File: config.mk
export PLATFORM = sky130hd
export DESIGN_NAME = smp_timer_bank
export DESIGN_NICKNAME = d
export VERILOG_FILES = /design/src/rtl/smp_timer_bank.sv
export SDC_FILE = /design/constraint.sdc
export NUM_CORES = 1
export LEC_CHECK = 0
export CORE_ASPECT_RATIO = 0.75
export CORE_MARGIN = 3
export CORE_UTILIZATION = 65
export CTS_BUF_LIST = sky130_fd_sc_hd__clkbuf_16
export DETAILED_ROUTE_END_ITERATION = 8
export PLACE_DENSITY = 0.89
export SYNTH_ARGS = -nofsm -noshare
export SYNTH_HDL_FRONTEND = slang
export SYNTH_SLANG_ARGS = --single-unit
File: constraint.sdc
create_clock -name i_clk -period 10.9 [get_ports i_clk]
set_input_delay 2.18 -clock i_clk [delete_from_list [all_inputs] [get_ports i_clk]]
set_output_delay 2.18 -clock i_clk [all_outputs]
set_load 0.02 [all_outputs]
File: src/rtl/smp_timer_bank.sv
// SMP timer bank: N prescaled up-counters with programmable dividers, read-to-clear
// output counters, sticky overflow status and a masked, registered active-low IRQ.
module smp_timer_bank #(
  parameter int         N_TIMERS    = 3,
  parameter logic [7:0] FAST_MASK   = 8'b0000_0100,
  parameter int         SLOW_PERIOD = 384,
  parameter int         FAST_PERIOD = 48,
  parameter int         DIV_W       = 8,
  parameter int         OUT_W       = 4
) (
  input  logic                i_clk,
  input  logic                i_rst_n,
  input  logic                i_ce,
  input  logic [5:0]          i_addr,
  input  logic                i_rd,
  input  logic                i_wr,
  input  logic [7:0]          i_wdata,
  output logic [7:0]          o_rdata,
  output logic                o_irq_n,
  output logic [N_TIMERS-1:0] o_tick
);

  localparam int ACC_W = 16;
  localparam logic [ACC_W-1:0] SLOW_P = ACC_W'(SLOW_PERIOD);
  localparam logic [ACC_W-1:0] FAST_P = ACC_W'(FAST_PERIOD);

  logic [1:0]          r_clk_speed;
  logic [1:0]          r_tm_speed;
  logic                r_ten;
  logic                r_tdis;
  logic [N_TIMERS-1:0] r_enable;
  logic [N_TIMERS-1:0] r_mask;
  logic [N_TIMERS-1:0] r_status;
  logic [DIV_W-1:0]    r_div [N_TIMERS];
  logic [DIV_W-1:0]    r_cnt [N_TIMERS];
  logic [OUT_W-1:0]    r_out [N_TIMERS];
  logic [ACC_W-1:0]    r_slow_acc;
  logic [ACC_W-1:0]    r_fast_acc;
  logic                r_irq_n;
  logic [N_TIMERS-1:0] r_tick;

  logic                w_wr;
  logic                w_rd;
  logic                w_run;
  logic [ACC_W-1:0]    w_step;
  logic [ACC_W-1:0]    w_slow_sum;
  logic [ACC_W-1:0]    w_fast_sum;
  logic                w_slow_tick;
  logic                w_fast_tick;
  logic                w_wr_ctrl;
  logic                w_wr_en;
  logic                w_wr_mask;
  logic                w_wr_stat;
  logic [N_TIMERS-1:0] w_clr;
  logic [N_TIMERS-1:0] w_en_rise;
  logic [N_TIMERS-1:0] w_count;
  logic [N_TIMERS-1:0] w_match;
  logic [N_TIMERS-1:0] w_inc;
  logic [N_TIMERS-1:0] w_ovf;
  logic [N_TIMERS-1:0] w_rd_out;
  logic [N_TIMERS-1:0] w_wr_div;
  logic [DIV_W-1:0]    w_cnt_nxt [N_TIMERS];

  assign w_wr  = i_ce & i_wr;
  assign w_rd  = i_ce & i_rd;
  assign w_run = r_ten & ~r_tdis;

  assign w_step      = (ACC_W'(1) << r_clk_speed) + (ACC_W'(2) << r_tm_speed);
  assign w_slow_sum  = r_slow_acc + w_step;
  assign w_fast_sum  = r_fast_acc + w_step;
  assign w_slow_tick = i_ce & (w_slow_sum >= SLOW_P);
  assign w_fast_tick = i_ce & (w_fast_sum >= FAST_P);

  assign w_wr_ctrl = w_wr & (i_addr == 6'h00);
  assign w_wr_en   = w_wr & (i_addr == 6'h01);
  assign w_wr_mask = w_wr & (i_addr == 6'h02);
  assign w_wr_stat = w_wr & (i_addr == 6'h03);
  assign w_clr     = w_wr_stat ? i_wdata[N_TIMERS-1:0] : '0;
  assign w_en_rise = w_wr_en ? (i_wdata[N_TIMERS-1:0] & ~r_enable) : '0;

  // An enable rising edge restarts the timer, so it suppresses a same-edge increment.
  always_comb begin
    w_count  = '0;
    w_match  = '0;
    w_inc    = '0;
    w_ovf    = '0;
    w_rd_out = '0;
    w_wr_div = '0;
    for (int i = 0; i < N_TIMERS; i++) begin
      w_cnt_nxt[i] = r_cnt[i] + 1'b1;
      w_count[i]   = (FAST_MASK[i] ? w_fast_tick : w_slow_tick) & r_enable[i] & w_run;
      w_match[i]   = w_count[i] & (w_cnt_nxt[i] == r_div[i]);
      w_inc[i]     = w_match[i] & ~w_en_rise[i];
      w_ovf[i]     = w_inc[i] & (&r_out[i]);
      w_rd_out[i]  = w_rd & (i_addr == (6'h20 + 6'(i)));
      w_wr_div[i]  = w_wr & (i_addr == (6'h10 + 6'(i)));
    end
  end

  always_ff @(posedge i_clk or negedge i_rst_n) begin
    if (!i_rst_n) begin
      r_slow_acc <= '0;
      r_fast_acc <= '0;
    end else if (i_ce) begin
      r_slow_acc <= w_slow_tick ? (w_slow_sum - SLOW_P) : w_slow_sum;
      r_fast_acc <= w_fast_tick ? (w_fast_sum - FAST_P) : w_fast_sum;
    end
  end

  always_ff @(posedge i_clk or negedge i_rst_n) begin
    if (!i_rst_n) begin
      r_clk_speed <= '0;
      r_tm_speed  <= '0;
      r_ten       <= 1'b1;
      r_tdis      <= 1'b0;
      r_enable    <= '0;
      r_mask      <= '0;
      r_status    <= '0;
    end else begin
      if (w_wr_ctrl) begin
        r_clk_speed <= i_wdata[7:6];
        r_tm_speed  <= i_wdata[5:4];
        r_ten       <= i_wdata[3];
        r_tdis      <= i_wdata[0];
      end
      if (w_wr_en) r_enable <= i_wdata[N_TIMERS-1:0];
      if (w_wr_mask) r_mask <= i_wdata[N_TIMERS-1:0];
      // A fresh overflow beats a same-edge write-1-to-clear.
      r_status <= w_ovf | (r_status & ~w_clr);
    end
  end

  always_ff @(posedge i_clk or negedge i_rst_n) begin
    if (!i_rst_n) begin
      for (int i = 0; i < N_TIMERS; i++) begin
        r_div[i] <= '1;
        r_cnt[i] <= '0;
        r_out[i] <= '0;
      end
    end else begin
      for (int i = 0; i < N_TIMERS; i++) begin
        if (w_wr_div[i]) r_div[i] <= i_wdata[DIV_W-1:0];
        if (w_en_rise[i]) begin
          r_cnt[i] <= '0;
          r_out[i] <= '0;
        end else begin
          if (w_count[i]) r_cnt[i] <= w_match[i] ? '0 : w_cnt_nxt[i];
          // Read-to-clear keeps a same-edge increment instead of dropping it.
          if (w_rd_out[i]) r_out[i] <= OUT_W'(w_inc[i]);
          else if (w_inc[i]) r_out[i] <= r_out[i] + 1'b1;
        end
      end
    end
  end

  always_ff @(posedge i_clk or negedge i_rst_n) begin
    if (!i_rst_n) begin
      r_irq_n <= 1'b1;
      r_tick  <= '0;
    end else begin
      r_irq_n <= ~|(r_status & r_mask);
      r_tick  <= w_inc;
    end
  end

  assign o_irq_n = r_irq_n;
  assign o_tick  = r_tick;

  always_comb begin
    o_rdata = '0;
    case (i_addr)
      6'h00:   o_rdata = {r_clk_speed, r_tm_speed, r_ten, 2'b00, r_tdis};
      6'h01:   o_rdata = 8'(r_enable);
      6'h02:   o_rdata = 8'(r_mask);
      6'h03:   o_rdata = 8'(r_status);
      default: o_rdata = '0;
    endcase
    for (int i = 0; i < N_TIMERS; i++) begin
      if (i_addr == (6'h10 + 6'(i))) o_rdata = 8'(r_div[i]);
      if (i_addr == (6'h20 + 6'(i))) o_rdata = 8'(r_out[i]);
    end
  end

endmodule
**Yosys cells after proc, flatten, opt, wreduce, memory -nomap -nowiden**

Cells that the tools add are included.

- Add/subtract/negate cells: 11
- Multiply operators: 0
- Div/mod/pow operators: 0
- $lt $le $gt $ge: 2
- Equality and inequality tests: 12
- Shifts and indexed selects: 2
- Multiplexer cells: 29
- Bitwise operators: 40
- Reduce and logical (&&, ||, !) cells: 12

Operators by type and width:

| kind | number |
|---|---|
| 2-to-1 mux 8 bit | 15 |
| adder 16 bit | 3 |
| 2-to-1 mux 4 bit | 9 |
| 2-to-1 mux 16 bit | 2 |
| one-hot mux 8 bit (4 select lines) | 1 |
| AND 1 bit | 30 |
| adder 8 x 1 -> 8 bit, second input constant | 3 |
| == test 8 bit | 3 |
| == test 6 x 5 -> 1 bit, second input constant | 3 |
| == test 6 bit, second input constant | 3 |
| >= comparator 16 x 6 -> 1 bit, second input constant | 1 |
| >= comparator 16 x 9 -> 1 bit, second input constant | 1 |
| left shift 1 x 2 -> 16 bit, first input constant | 1 |
| left shift 2 x 2 -> 16 bit, first input constant | 1 |
| subtractor 16 x 6 -> 16 bit, second input constant | 1 |
| subtractor 16 x 9 -> 16 bit, second input constant | 1 |
| adder 4 x 1 -> 4 bit, second input constant | 3 |
| == test 6 x 2 -> 1 bit, second input constant | 2 |
| AND reduction 4 bit | 3 |
| AND 3 bit | 3 |
| nonzero test 3 bit | 3 |
| == test 6 x 1 -> 1 bit, second input constant | 1 |
| zero test 6 bit | 1 |
| 2-to-1 mux 3 bit | 2 |
| 6 further kinds | 12 |

- Register bits: 111
- Bits in latches: 0
- RAM bits: 0
- Bits in read-only memories: 0
- Input bits: 19
- Output and inout port bits: 12
- Word-level logic and storage cells: 128
- Memories: 0

**Longest topological paths before layout**

Gate-level depths: netlist of run 1.

- Depth in word-level cells: 12
- Depth in mapped cells: 19
- Mapped depth without buffers: 19

**Worst setup path after synthesis of run 1**

Ideal clock, no wire load.

- Kind: in2out
- Start point: in i_addr[3]
- End point: out o_rdata[0]
- Arrival: 3866 ps
- Required time: 8720 ps
- Setup slack: 4854 ps
- Stages on the path: 9
- Buffers on the path: 0
- Cell sequence: nor3_1 nand2b_1 nor3_1 a22oi_1 nand3_1 o21ai_0 nand3_1 o21ai_0 a21oi_1

- Cells in the longest elaborated chain, start to end: 8
- Elaborated cells between the ends (all ways): 17
- Those cells by class: eq/ne: 9; mux: 7; reduce/logical: 1

RTL lines:

| what | RTL line | text |
|---|---|---|
| start, declared | 14 | `input logic [5:0] i_addr,` |
| == test 6 x 2 -> 1 bit, or another cell as far along | 171 | `case (i_addr)` |
| one-hot mux 8 bit (4 select lines) | 171 |  |
| 2-to-1 mux 8 bit | 179 | `if (i_addr == (6'h10 + 6'(i))) o_rdata = 8'(r_div[i]);` |
| 2-to-1 mux 8 bit | 180 | `if (i_addr == (6'h20 + 6'(i))) o_rdata = 8'(r_out[i]);` |
| 2-to-1 mux 8 bit | 179 |  |
| 2-to-1 mux 8 bit | 180 |  |
| 2-to-1 mux 8 bit | 179 |  |
| 2-to-1 mux 8 bit (*) | 180 |  |
| end, declared | 18 | `output logic [7:0] o_rdata,` |

Mark *: on every way between the ends. The rest lies on a longest branch, timed or not.

**Worst setup path in the final report of run 1**

Ends and elaborated chain as after synthesis.

==> results of run 1 <==
-- power by group --
group / internal, mW / total, mW / switching, mW
Combinational: 0.251 / 0.576 / 0.325
Sequential: 0.493 / 0.600 / 0.107
Clock: 0.160 / 0.327 / 0.167
-- stage by stage --
step	instance area [um2]	instances	setup slack, ps	power [mW]	util
2_1_floorplan	7620	848	4850	1.03	-
5_1_grt	8300	1023	3320	1.59	0.742
3_5_place_dp	8010	1007	3590	1.16	0.716
6_report	8300	1023	3560	1.50	0.742
4_1_cts	8300	1023	3590	1.49	0.742
3_3_place_gp	8010	1007	3640	1.12	0.716
-- critical path, stage by stage --
cell and delay [ps]:
clkdlybuf4s50_1 430, nor3_1 460, nand2b_1 180, nor3_1 570, a22oi_1 190, nand3_1 110
o21ai_0 80, nand3_1 80, o21ai_0 90, a21oi_1 160, clkdlybuf4s50_1 630
-- layer usage --
layer | GRT usage | vias to the layer above | part of all wire
met2 | 0.487 | 339 | 0.45
li1 | - | 3131 | -
met5 | 0 | - | 0
met4 | 0.0743 | 0 | 0.018
met3 | 0.0654 | 41 | 0.086
met1 | 0.464 | 3284 | 0.45
-- state kept, by name, indices dropped and copies added (netlist names) --
name         count
r_tdis           1
r_enable         3
r_tm_speed       2
r_mask           3
r_slow_acc      16
r_div           24
r_clk_speed      2
r_fast_acc      16
o_tick           3
r_cnt           24
r_out           12
o_irq_n          1
r_status         3
r_ten            1
-- final timing paths --
kind | start | endpoint | slack (ps) | cells past startpoint
setup / recovery | i_addr[3] | o_rdata[0] | 3560 | 11
hold / removal | r_mask[0] | o_irq_n | 500 | 1
setup reg to reg | r_clk_speed[1] | r_slow_acc[13] | 5820 | 19
hold reg to reg | r_mask[0] | o_irq_n | 500 | 1
max in group asynchronous | i_rst_n | r_cnt[14] | 7830 | 2
min in group asynchronous | i_rst_n | r_fast_acc[2] | 1790 | 1
-- cells in the mapped netlist (8+ instances only) --
library cell / n
o211ai_1: 8
nand2_1: 96
nor2b_1: 14
o21a_1: 10
a21oi_1: 37
xor2_1: 16
mux2_2: 41
and2_1: 16
xnor2_1: 50
a22oi_1: 17
a31oi_1: 8
dfstp_2: 26
clkbuf_1: 20
inv_1: 17
nor2_1: 67
nand3b_1: 8
nor3_1: 33
a21o_1: 10
and3_1: 11
nand3_1: 35
o21ai_1: 14
o21ai_0: 42
or3_1: 8
ha_1: 25
dfrtp_1: 85
-- area by class of cell --
cell class | instances | area [um2]
fillers | 805 | 2890
repair buffers | 35 | 335
flip-flops and latches | 111 | 2810
clock inverters | 7 | 63.8
clock buffers | 9 | 225
inverters | 17 | 63.8
multi-input cells | 687 | 4600
well taps | 157 | 196
-- cells by family (layout without fill, tap and decap cells) --
logic type	count (synthesis)	in the layout	synth area share
AOI/OAI and AO/OA	216	216	0.196
DFF	111	111	0.369
and+or+nand+nor	328	328	0.211
xor gates and xnor gates	66	66	0.0758
adders and majority gates	28	28	0.0489
buffers and inverters	50	68	0.0277
muxes	49	49	0.0714
-- cells in the final DEF (no fill, tap or decap), types with 4 or more instances in the layout --
cell type and n:
a211oi_1 6, a21o_1 10, a21oi_1 37, a22oi_1 17
a31oi_1 8, and2_1 16, and3_1 11, buf_4 6
clkbuf_16 9, clkdlybuf4s50_1 29, dfrtp_1 85, dfstp_2 26
ha_1 25, inv_1 17, mux2_2 41, mux2i_1 6
nand2_1 96, nand2b_1 7, nand3_1 35, nand3b_1 8
nand4_1 7, nor2_1 67, nor2b_1 14, nor3_1 33
nor3b_1 5, nor4_1 5, o2111ai_1 4, o211ai_1 8
o21a_1 10, o21ai_0 42, o21ai_1 14, o22ai_1 5
o31ai_1 7, o32ai_1 5, or3_1 8, xnor2_1 50
xor2_1 16
==> metrics.txt, run 1 <==
# diodes=0; IO Count=31; max-cap violations=0; Starting Density=0.681; WHS=499 ps; Synth area leaders=dfrtp_1 (28%), dfstp_2 (9.0%), mux2_2 (6.1%); slew margin rel.=0.283; DRC violations left=0; Die ar.=13100 um2; yosys warns=0; Synth Instances=848; total track usage=0.317; Post-Syn Nets=895; Hold Buf Count CTS=0; Core Rows=33; layout cells sized above 1=0.120; Synth Register Bits=111; Clk Latency, worst-skew pair=360 ps; unrepaired setup endpoints after global routing=false; H-tree levels=3; final WL=20100 um; Clock Tree Root=clkbuf_16; RD Place Congestion=0.992; Iteration-0 DRC Markers=774; HPWL after DPL=14700 um; Die Height=99.8 um; Max Buffers Root-to-Sink=2; Die X=131 um; clock skew=11.9 ps; CTS tree=built; Tightest Pin Transition=1070 ps; Post-CTS Setup Bufs=0; largest net degree at the start of global routing=73; global route overflow=0; top_reg_cell synth=dfrtp_1; number of library cell types mapped by synthesis=84; # nets final=908; cell taking the most area after synthesis=dfrtp_1; Fin. Hold Viols=0; type of the worst setup path=primary input to output port; Post-CTS Resized=0; fin crit share=0.673; Tmin final=7340 ps; wire per inst=19.6 um; CP max FO=6; Setup crit end kind=output port; Final setup viols=0; status=complete, no violations; Post-synth ARST share=1.00; Syn Std Cell Area=7620 um2; Clock Pin Slew Worst Setup and Hold Paths=70 ps; vias in the first global route=6582; CP Launch Type=primary input; routed vias/inst=6.64; Lkg Pwr=3.40 nW; Core Region=11200 um2; Critical Path AT=5160 ps; top-area cell type share of the netlist area=0.279; IO buf count=30; area grow syn2layout=8.83%; max-slew violation count=0; Fmax achieved=136 MHz; PwrDens=181 nW/um2; Critical Path RT=8720 ps; Seq/Total Area, Yosys=0.369; CTS Buf Count=9; initial antenna violation count=0; Clock Sinks=111; HP Class=flop to flop; routed vias=6795; global-route wire length before repair=33000 um; first-pass iteration count of the detailed router=5; Setup TNS Final=0 ps; synthesized area per cell=8.99 um2; Routed Antenna Nets=0; EDFF count, synth=0; Peak VDD IR=0.153 mV
Note: power is estimated with default switching activity, not from simulation.
==> inputs of run 2 (changes only) <==
--- a/config.mk
+++ b/config.mk
@@ -7,10 +7,10 @@
 export LEC_CHECK = 0
 export CORE_ASPECT_RATIO = 0.75
 export CORE_MARGIN = 3
-export CORE_UTILIZATION = 65
+export CORE_UTILIZATION = 62
 export CTS_BUF_LIST = sky130_fd_sc_hd__clkbuf_16
 export DETAILED_ROUTE_END_ITERATION = 8
-export PLACE_DENSITY = 0.89
+export PLACE_DENSITY = 0.86
 export SYNTH_ARGS = -nofsm -noshare
 export SYNTH_HDL_FRONTEND = slang
 export SYNTH_SLANG_ARGS = --single-unit
==> constraint.sdc (replaced) <==
create_clock -name i_clk -period 7.15 [get_ports i_clk]
set_input_delay 1.43 -clock i_clk [delete_from_list [all_inputs] [get_ports i_clk]]
set_output_delay 1.43 -clock i_clk [all_outputs]
set_load 0.02 [all_outputs]
==> metrics.txt, run 2 (same netlist as run 1, synthesis figures left out) <==
status=complete, no violations (unchanged); area grow syn2layout=8.83% (unchanged); Starting Density=0.647 (was 0.681); CTS Buf Count=9 (unchanged); wire per inst=19.0 um (was 19.6 um); Max Buffers Root-to-Sink=2 (unchanged); Peak VDD IR=0.170 mV (was 0.153 mV); Clock Sinks=111 (unchanged); Die ar.=13700 um2 (was 13100 um2); final WL=19500 um (was 20100 um); Critical Path AT=4490 ps (was 5160 ps); Setup crit end kind=output port (unchanged); Hold Buf Count CTS=0 (unchanged); Critical Path RT=5720 ps (was 8720 ps); Tightest Pin Transition=985 ps (was 1070 ps); slew margin rel.=0.342 (was 0.283); Lkg Pwr=3.40 nW (about the same); Post-CTS Resized=0 (unchanged); HPWL after DPL=14600 um (was 14700 um); H-tree levels=3 (unchanged); Post-CTS Setup Bufs=0 (unchanged); Fmax achieved=169 MHz; vias in the first global route=6276 (was 6582); IO buf count=30 (unchanged); clock skew=12.5 ps (was 11.9 ps); HP Class=flop to flop (unchanged); Die Height=102 um (was 99.8 um); max-slew violation count=0 (unchanged); global route overflow=0 (unchanged); Routed Antenna Nets=0 (unchanged); Tmin final=5920 ps; Setup TNS Final=0 ps (unchanged); CP Launch Type=primary input (unchanged); unrepaired setup endpoints after global routing=false (unchanged); Final setup viols=0 (unchanged); DRC violations left=0 (unchanged); routed vias=6753 (was 6795); Iteration-0 DRC Markers=750 (was 774); Inst Count DP=1012 (was 1007); type of the worst setup path=primary input to output port (unchanged); worst r2r src=r_tm_speed[0] (was r_clk_speed[1]); fin crit share=0.828; # diodes=0 (unchanged); post-route setup slack=1230 ps (was 3560 ps); commonest non-fill, non-tap cells in the layout=nand2_1 (96), dfrtp_1 (85), nor2_1 (67) (unchanged); Clk Latency, worst-skew pair=360 ps (about the same); CP max FO=6 (unchanged); Hold Crit Start=r_status[0] (was r_mask[0]); global-route wire length before repair=32200 um (was 33000 um); IO Count=31 (unchanged); most common cell after layout, fill and taps aside=nand2_1 (unchanged); max-cap violations=0 (unchanged); Clock Tree Root=clkbuf_16 (unchanged); RD Place Congestion=0.927 (was 0.992); largest registers=r_cnt x24, r_div x24 (unchanged); Clock Pin Slew Worst Setup and Hold Paths=70 ps (about the same); total track usage=0.291 (was 0.317); Critical path origin=i_addr[1] (was i_addr[3]); layout cells sized above 1=0.120 (unchanged); Die X=134 um (was 131 um); PwrDens=273 nW/um2 (was 181 nW/um2); Fin. Hold Viols=0 (unchanged); # nets final=908 (unchanged); Core Region=11800 um2 (was 11200 um2); CTS tree=built (unchanged); largest net degree at the start of global routing=69 (was 73); initial antenna violation count=0 (unchanged); fin cells=1028 (was 1023); Core Rows=34 (was 33); first-pass iteration count of the detailed router=5 (unchanged); pre-CTS WS=1320 ps (was 3590 ps); routed vias/inst=6.57 (was 6.64)
## run 2: cell counts in the layout (fill, tap and decap cells not counted)
Identical to the previous run, type by type.
## run 2: final timing paths
kind | endpoint | slack (ps) | depth (start not counted)
worst max-delay path | o_rdata[0] | 1230 | 11
worst min-delay path | o_irq_n | 460 | 1
worst max register to register | r_slow_acc[13] | 2280 | 19
worst min register to register | o_irq_n | 460 | 1
max in group asynchronous | r_cnt[14] | 4830 | 2
min in group asynchronous | r_fast_acc[9] | 1070 | 1
## run 2: critical path, stage by stage
cell             delay (ps)
clkdlybuf4s50_1         470
nor3_1                  400
nand2b_1                190
nor3_1                  630
a22oi_1                 200
nand3_1                 130
o21ai_0                  80
nand3_1                  80
o21ai_0                 110
a21oi_1                 140
clkdlybuf4s50_1         630
## run 2: report_power, final
group	leakage [nW]	switching (mW)	internal, mW
sequential	1.38	0.163	0.751
clock	0.145	0.247	0.243
combinational	1.88	0.479	0.383
## run 2: layer usage
layer  vias up  global-route usage  share of wire
met4         0              0.0634          0.012
met1      3322               0.430           0.46
met5         -                   0              0
met3        23              0.0482          0.076
met2       291               0.458           0.45
li1       3117                   -              -
## run 2: per-stage QoR
stage / hold WS [ps] / instance area [um2] / total power, mW / utilization
2_1_floorplan: 402 / 7620 / 1.57 / -
3_3_place_gp: 473 / 8020 / 1.71 / 0.680
3_5_place_dp: 456 / 8020 / 1.76 / 0.680
4_1_cts: 459 / 8300 / 2.26 / 0.704
5_1_grt: 484 / 8300 / 2.42 / 0.704
6_report: 464 / 8300 / 2.27 / 0.704
## run 2: cell type report
class | instances | area [um2]
fill | 902 | 3490
sequential | 111 | 2810
clock buffer | 9 | 225
inverter | 17 | 63.8
tap | 162 | 203
multi-input combinational | 687 | 4600
timing repair buffer | 35 | 335
clock inverter | 7 | 57.6
